--- src/rtl/vga_sync_monitor.sv ---
// VGA receive-side monitor: recovers x/y from hsync/vsync, checks line/frame timing,
// declares lock and signs every locked frame. Define VGA_MON_CRC_EN for a CRC-16-CCITT signature.
module vga_sync_monitor #(
    parameter int CD          = 12,
    parameter int HD          = 640,
    parameter int HF          = 16,
    parameter int HB          = 48,
    parameter int HR          = 96,
    parameter int VD          = 480,
    parameter int VF          = 10,
    parameter int VB          = 33,
    parameter int VR          = 2,
    parameter int LOCK_FRAMES = 2
) (
    input  logic          clk,
    input  logic          reset,
    input  logic          pix_tick,
    input  logic          hsync_in,
    input  logic          vsync_in,
    input  logic [CD-1:0] rgb_in,
    output logic [10:0]   x,
    output logic [10:0]   y,
    output logic          video_on,
    output logic          locked,
    output logic [10:0]   h_total,
    output logic [10:0]   v_total,
    output logic [15:0]   frame_sum,
    output logic          frame_done,
    output logic          sync_err
);
    localparam int HT = HD + HF + HB + HR;
    localparam int VT = VD + VF + VB + VR;
    localparam logic [10:0] HT_L    = 11'(HT);
    localparam logic [10:0] VT_L    = 11'(VT);
    localparam logic [10:0] WD_L    = 11'(2 * HT);
    localparam logic [10:0] HD_L    = 11'(HD);
    localparam logic [10:0] VD_L    = 11'(VD);
    localparam logic [11:0] XOFF    = 12'(HD + HF);
    localparam logic [11:0] YOFF    = 12'(VD + VF);
    localparam logic [10:0] CNT_MAX = 11'h7FF;
    localparam logic [7:0]  LOCK_L  = 8'(LOCK_FRAMES);
`ifdef VGA_MON_CRC_EN
    localparam logic [15:0] SIG_INIT = 16'hFFFF;
`else
    localparam logic [15:0] SIG_INIT = 16'h0000;
`endif

    typedef enum logic [1:0] {
        SEARCH  = 2'd0,
        MEASURE = 2'd1,
        LOCKED  = 2'd2
    } state_t;

    function automatic logic [10:0] sat_inc(input logic [10:0] v);
        return (v == CNT_MAX) ? CNT_MAX : v + 11'd1;
    endfunction

    // Counters are zeroed at the sync edge, so shift by display+front porch and fold once.
    function automatic logic [10:0] wrap_coord(input logic [10:0] cnt, input logic [11:0] off,
                                               input int total);
        logic [11:0] sum;
        sum = {1'b0, cnt} + off;
        if (sum >= 12'(total)) sum = sum - 12'(total);
        return sum[10:0];
    endfunction

    function automatic logic [15:0] sig_step(input logic [15:0] acc, input logic [CD-1:0] pix);
`ifdef VGA_MON_CRC_EN
        logic [15:0] c;
        c = acc;
        for (int i = CD - 1; i >= 0; i--) begin
            if (c[15] ^ pix[i]) c = {c[14:0], 1'b0} ^ 16'h1021;
            else                c = {c[14:0], 1'b0};
        end
        return c;
`else
        return acc + 16'(pix);
`endif
    endfunction

    state_t      state_q, state_d;
    logic [7:0]  good_q, good_d;
    logic        hs_q, hs_d, vs_q, vs_d;
    logic [10:0] hcnt_q, hcnt_d, vcnt_q, vcnt_d;
    logic [10:0] h_total_q, h_total_d, v_total_q, v_total_d;
    logic [10:0] x_q, x_d, y_q, y_d;
    logic        h_bad_q, h_bad_d;
    logic        locked_q, locked_d, video_on_q, video_on_d;
    logic        frame_done_q, frame_done_d, sync_err_q, sync_err_d;
    logic [15:0] acc_q, acc_d, frame_sum_q, frame_sum_d;

    logic        h_fall, v_fall, h_len_ok, v_len_ok, frame_ok, wd_trip, lock_fail;
    logic [10:0] hcnt_inc, vcnt_inc, v_len;

    always_comb begin
        h_fall    = pix_tick && hs_q && !hsync_in;
        v_fall    = pix_tick && vs_q && !vsync_in;
        hcnt_inc  = sat_inc(hcnt_q);
        vcnt_inc  = sat_inc(vcnt_q);
        // A line edge coinciding with the frame edge still belongs to the closing frame.
        v_len     = h_fall ? vcnt_inc : vcnt_q;
        h_len_ok  = (hcnt_inc == HT_L);
        v_len_ok  = (v_len == VT_L);
        frame_ok  = v_len_ok && !h_bad_q && !(h_fall && !h_len_ok);
        wd_trip   = pix_tick && !h_fall && (hcnt_inc == WD_L);
        lock_fail = (state_q == LOCKED) && ((h_fall && !h_len_ok) || (v_fall && !v_len_ok));
    end

    always_comb begin
        hs_d      = hs_q;
        vs_d      = vs_q;
        hcnt_d    = hcnt_q;
        vcnt_d    = vcnt_q;
        h_total_d = h_total_q;
        v_total_d = v_total_q;
        h_bad_d   = h_bad_q;
        x_d       = x_q;
        y_d       = y_q;
        if (pix_tick) begin
            hs_d = hsync_in;
            vs_d = vsync_in;
            if (h_fall) begin
                h_total_d = hcnt_inc;
                hcnt_d    = '0;
                vcnt_d    = vcnt_inc;
                if (!h_len_ok) h_bad_d = 1'b1;
            end else begin
                hcnt_d = hcnt_inc;
            end
            if (v_fall) begin
                v_total_d = v_len;
                vcnt_d    = '0;
            end
            // Errors already reported do not count against the next frame's measurement.
            if (v_fall || lock_fail || wd_trip) h_bad_d = 1'b0;
            x_d = wrap_coord(hcnt_d, XOFF, HT);
            y_d = wrap_coord(vcnt_d, YOFF, VT);
        end
    end

    always_comb begin
        state_d = state_q;
        good_d  = good_q;
        if (wd_trip) begin
            state_d = SEARCH;
            good_d  = '0;
        end else begin
            unique case (state_q)
                SEARCH: begin
                    if (v_fall) begin
                        state_d = MEASURE;
                        good_d  = '0;
                    end
                end
                MEASURE: begin
                    if (v_fall) begin
                        if (!frame_ok) begin
                            good_d = '0;
                        end else if (good_q + 8'd1 >= LOCK_L) begin
                            state_d = LOCKED;
                            good_d  = '0;
                        end else begin
                            good_d = good_q + 8'd1;
                        end
                    end
                end
                LOCKED: begin
                    if (lock_fail) begin
                        state_d = MEASURE;
                        good_d  = '0;
                    end
                end
                default: begin
                    state_d = SEARCH;
                    good_d  = '0;
                end
            endcase
        end
    end

    always_comb begin
        locked_d     = (state_d == LOCKED);
        sync_err_d   = wd_trip || lock_fail || ((state_q == MEASURE) && v_fall && !frame_ok);
        frame_done_d = (state_q == LOCKED) && v_fall && !lock_fail && !wd_trip;
        video_on_d   = locked_d && (x_d < HD_L) && (y_d < VD_L);
    end

    always_comb begin
        acc_d       = acc_q;
        frame_sum_d = frame_sum_q;
        if (pix_tick && video_on_d) acc_d = sig_step(acc_q, rgb_in);
        if (frame_done_d) begin
            frame_sum_d = acc_d;
            acc_d       = SIG_INIT;
        end
        if ((state_q == LOCKED) && (state_d != LOCKED)) acc_d = SIG_INIT;
    end

    always_ff @(posedge clk) begin
        if (reset) begin
            state_q <= SEARCH;
            good_q  <= '0;
        end else begin
            state_q <= state_d;
            good_q  <= good_d;
        end
    end

    always_ff @(posedge clk) begin
        if (reset) begin
            hs_q         <= 1'b0;
            vs_q         <= 1'b0;
            hcnt_q       <= '0;
            vcnt_q       <= '0;
            h_total_q    <= '0;
            v_total_q    <= '0;
            h_bad_q      <= 1'b0;
            x_q          <= '0;
            y_q          <= '0;
            locked_q     <= 1'b0;
            video_on_q   <= 1'b0;
            frame_done_q <= 1'b0;
            sync_err_q   <= 1'b0;
            acc_q        <= SIG_INIT;
            frame_sum_q  <= '0;
        end else begin
            hs_q         <= hs_d;
            vs_q         <= vs_d;
            hcnt_q       <= hcnt_d;
            vcnt_q       <= vcnt_d;
            h_total_q    <= h_total_d;
            v_total_q    <= v_total_d;
            h_bad_q      <= h_bad_d;
            x_q          <= x_d;
            y_q          <= y_d;
            locked_q     <= locked_d;
            video_on_q   <= video_on_d;
            frame_done_q <= frame_done_d;
            sync_err_q   <= sync_err_d;
            acc_q        <= acc_d;
            frame_sum_q  <= frame_sum_d;
        end
    end

    assign x          = x_q;
    assign y          = y_q;
    assign video_on   = video_on_q;
    assign locked     = locked_q;
    assign h_total    = h_total_q;
    assign v_total    = v_total_q;
    assign frame_sum  = frame_sum_q;
    assign frame_done = frame_done_q;
    assign sync_err   = sync_err_q;

endmodule

--- config.mk ---
export PLATFORM = sky130hd
export DESIGN_NAME = vga_sync_monitor
export DESIGN_NICKNAME = d
export VERILOG_FILES = /design/src/rtl/vga_sync_monitor.sv
export SDC_FILE = /design/constraint.sdc
export NUM_CORES = 1
export LEC_CHECK = 0
export ABC_AREA = 1
export BUFFER_PORTS_ARGS = -buffer_cell sky130_fd_sc_hd__buf_2
export CAP_MARGIN = 15
export CORE_MARGIN = 1
export CORE_UTILIZATION = 59
export DETAILED_ROUTE_END_ITERATION = 8
export GPL_TIMING_DRIVEN = 0
export PLACE_DENSITY_LB_ADDON = 0.05
export SLEW_MARGIN = 30
export SYNTH_ARGS = -nofsm -noshare
export SYNTH_HDL_FRONTEND = slang
export SYNTH_SLANG_ARGS = --single-unit
export TNS_END_PERCENT = 30
--- constraint.sdc ---
create_clock -name clk -period 4.1 [get_ports clk]
set_clock_uncertainty 0.05 [all_clocks]
set_input_delay 0.82 -clock clk [delete_from_list [all_inputs] [get_ports clk]]
set_output_delay 0.82 -clock clk [all_outputs]
set_load 0.05 [all_outputs]
==> metrics.yaml <==
status:
  outcome: "complete, no violations"
critical_path:
  r2r_cells: 28
  r2r-start: "vcnt_q[0]"
  rrSetupSlack_ns: 0.29
  worst_path_most_repeated_cell: "sky130_fd_sc_hd__nand2_2"
  critical_path.startpoint_type: "input pin"
  worstPathMaxFanout: 10
  timing.critical_path.arrival_ns: 4.11
  cp_slowest_stage_delay_ns: 0.20
  critical_path.endpoint_type: "flip-flop"
  cp.required_ns: 4.30
  critical-path-slowest-cell: "sky130_fd_sc_hd__ha_1"
  r2r_end: "frame_sum[5]"
  critical_path_class: "in2reg"
synth:
  synthMuxAreaShare: 0
  area_share_of_xor_xnor_cells_in_the_synthesized_design: 0.0329
  synth_top_cells_by_area: "sky130_fd_sc_hd__dfxtp_1 33%, sky130_fd_sc_hd__nand2_1 15%, sky130_fd_sc_hd__inv_1 6.4%"
  synth_fa_ha_area_frac: 0.0481
  postSynth.topFlopCell: "sky130_fd_sc_hd__dfxtp_1"
  postSynthCellCount: 994
  synth_largest_type_area_fraction: 0.334
  basic_gate_share_of_the_synthesized_area_counting_and_or_nand_and_nor_cells: 0.399
  total_of_flip_flops_plus_latches_after_synthesis: 111
  synth_top_family_by_area: "simple AND/OR/NAND/NOR gates"
  synth_enable_flop_cells: 0
  synth_compound_gate_area_share: 0.0862
  ys_async_sr_fraction: 0
  average_size_of_a_mapped_cell_um2: 6.70
  synth.largest_area_cell: "sky130_fd_sc_hd__dfxtp_1"
  number_of_nets_produced_by_synthesis: 1036
  synth_seq_area_share: 0.334
  syn-cell-area_um2: 6660
  synthDistinctLibCells: 47
  yosys_warnings: 0
clock_network:
  clkTransAtPathRegs_ns: 0.07
  h-tree-depth: 3
  cts.sinks: 111
  cts_buffers: 9
  clock_insertion_delay_worst_skew_ns: 0.36
  cts-root-to-sink-buffers: 2
  cts_root_buffer: "sky130_fd_sc_hd__clkbuf_16"
  tritoncts: "done"
global_route:
  gr_overflow_total: 0
  antenna_violations_before_repair: 0
  global_route.usage.met1: 0.377
  use_met2: 0.490
  gr-max-usage-layer: "met2"
  via_count_of_the_first_global_routing_pass: 5889
  combined_global_route_utilization_of_all_metal_layers: 0.294
  grt_max_degree: 19
  grt.met3_usage: 0.0663
  first_pass_grt_wire_length_um: 27000
floorplanning:
  num_io_pins: 81
  dieHeight_um: 108
  start_util: 0.609
  core_um2: 10900
  die-area_um2: 11700
  die_w_um: 108
  floorplan.rows: 38
detailed_routing:
  route.detailed.drc: 0
  via_count: 6556
  first_iter_violations: 421
  via_per_inst: 5.27
  route.detailed.wl_per_inst_um: 13.2
  routed_wire_length_um: 16400
  ant_nets: 0
  drtPass1Iterations: 5
placement:
  post-place-ws_ns: -0.423
  place_hpwl_um: 12300
  placed_area_um2: 7240
  buffers_added_on_ports: 80
  gp_routability_congestion: 0.891
cells_and_area:
  num-fill-cells: 991
  syn2layout_area_growth_pct: 17.2
  finalNetCount: 1141
  post-route-util: 0.714
  insertedDiodeCount: 0
  postLayoutCellArea_um2: 7810
  layout_commonest_cell: "sky130_fd_sc_hd__nand2_1"
  most-common-layout-cells: "267 x sky130_fd_sc_hd__nand2_1, 114 x sky130_fd_sc_hd__inv_1, 109 x sky130_fd_sc_hd__dfxtp_1"
  drive_above_1_share: 0.197
pwr:
  sum_of_internal_switching_and_leakage_power_mw: 2.44
  power_density_nw_per_um2: 312
  vdd_drop_max_uv: 366
  power_leakage_nw: 4.00
min_path:
  min_path_type: "reg2reg"
  worst_hold_path.num_cells: 2
  timing.hold.worst_endpoint: "frame_sum[7]"
  holdCritStartpoint: "frame_sum[7]"
timing:
  hold_viol_final: 0
  relSlewSlack: 0.523
  setup-tns-final_ns: 0
  max_freq_mhz: 255
  final_setup_violation_count: 0
  period_share: 0.955
  post-route-worst-setup-slack_ns: 0.185
  finalWorstPathRequiredPeriod_ns: 3.92
  maxSlewViolCount: 0
  max_slew.worst_pin.slew_ns: 0.713
run:
  max_cap_violations: 0
-- worst max-delay path: cells and delay by family --
| kind | cells | cell delay, ns |
|---|---|---|
| buffers and inverters | 7 | 0.91 |
| and+or+nand+nor | 22 | 2.19 |
| adders and majority gates | 1 | 0.20 |
-- layer usage --
metal  share of wire  up-vias
met2            0.47      167
met5               0        -
li1                -     3402
met4           0.019        0
met3           0.054       26
met1            0.46     2961
-- per-stage QoR --
step	cells	hold slack (ns)
after floorplan	994	0.382
after detailed placement	1214	0.386
after global placement	1214	0.384
after global routing	1244	0.417
after CTS	1231	0.404
final	1244	0.399
-- layout make-up --
class / count / area, µm² / area share
clock inverters: 7 / 96.3 / 0.0123
repair buffers: 94 / 508 / 0.0651
flip-flops and latches: 111 / 2230 / 0.285
clock buffers: 9 / 225 / 0.0289
inverters: 123 / 462 / 0.0591
multi-input cells: 724 / 3880 / 0.497
well taps: 140 / 175 / 0.0224
plain buffers: 36 / 230 / 0.0295
-- report_power, final --
part	switching (mW)	internal [mW]
Sequential	0.0229	1.11
Clock	0.405	0.536
Combinational	0.257	0.108
Total	0.685	1.75
-- worst max-delay path by stage --
| stage | startpoint | end | slack (ns) | cells after the start |
|---|---|---|---|---|
| 2_1_floorplan | pix_tick | frame_sum[7] | 0.36 | 29 |
| 3_3_place_gp | pix_tick | frame_sum[6] | -0.42 | 30 |
| 3_5_place_dp | pix_tick | acc_q[7] | -0.42 | 30 |
| 4_1_cts | hcnt_q[0] | acc_q[8] | 0.009 | 28 |
| 5_1_grt | pix_tick | frame_sum[5] | -0.09 | 30 |
| 6_report | pix_tick | frame_sum[5] | 0.18 | 30 |
-- synth_stat cells, types with 4 or more instances --
master and number:
sky130_fd_sc_hd__o21ai_1 4, sky130_fd_sc_hd__clkbuf_1 15, sky130_fd_sc_hd__nor3_1 7, sky130_fd_sc_hd__a31oi_1 4, sky130_fd_sc_hd__dfxtp_1 111, sky130_fd_sc_hd__nand3_2 9, sky130_fd_sc_hd__nor2_2 7, sky130_fd_sc_hd__buf_2 7
sky130_fd_sc_hd__nor2_1 108, sky130_fd_sc_hd__ha_1 24, sky130_fd_sc_hd__nor4_1 4, sky130_fd_sc_hd__inv_1 114, sky130_fd_sc_hd__nand2_1 274, sky130_fd_sc_hd__xnor2_1 9, sky130_fd_sc_hd__o211ai_1 4, sky130_fd_sc_hd__xor2_1 16
sky130_fd_sc_hd__nor2_4 5, sky130_fd_sc_hd__nand4_1 32, sky130_fd_sc_hd__buf_4 8, sky130_fd_sc_hd__a21oi_1 38, sky130_fd_sc_hd__inv_2 6, sky130_fd_sc_hd__nand2_2 24, sky130_fd_sc_hd__or2_2 5, sky130_fd_sc_hd__nand3_1 79
sky130_fd_sc_hd__o21ai_0 44
-- kinds of logic (layout without fill, tap and decap cells) --
logic type	Yosys count	count (layout)
AO/OA/AOI/OAI	105	105
AND/OR/NAND/NOR	569	569
adder cells (fa/ha/maj)	25	25
XOR/XNOR	25	25
buffers and inverters	159	269
flip-flops	111	111
-- repair_timing --
| action | 4_1_cts | 5_1_grt |
|---|---|---|
| pin swaps | 0 | 9 |
| resized for setup | 3 | 38 |
| hold buffers | 0 | 0 |
| buffers inserted | 1 | 13 |
| endpoints found under the setup margin | 21 | 33 |
-- flip-flops by register name, indices dropped and copies added (netlist names) --
name        flops
acc_q          16
frame_sum      16
h_total        11
hcnt_q         11
v_total        11
vcnt_q         11
y              11
good_q          8
x               7
state_q         2
frame_done      1
h_bad_q         1
hs_q            1
locked          1
sync_err        1
video_on        1
vs_q            1
No activity file was read; power rests on OpenSTA's default activity.
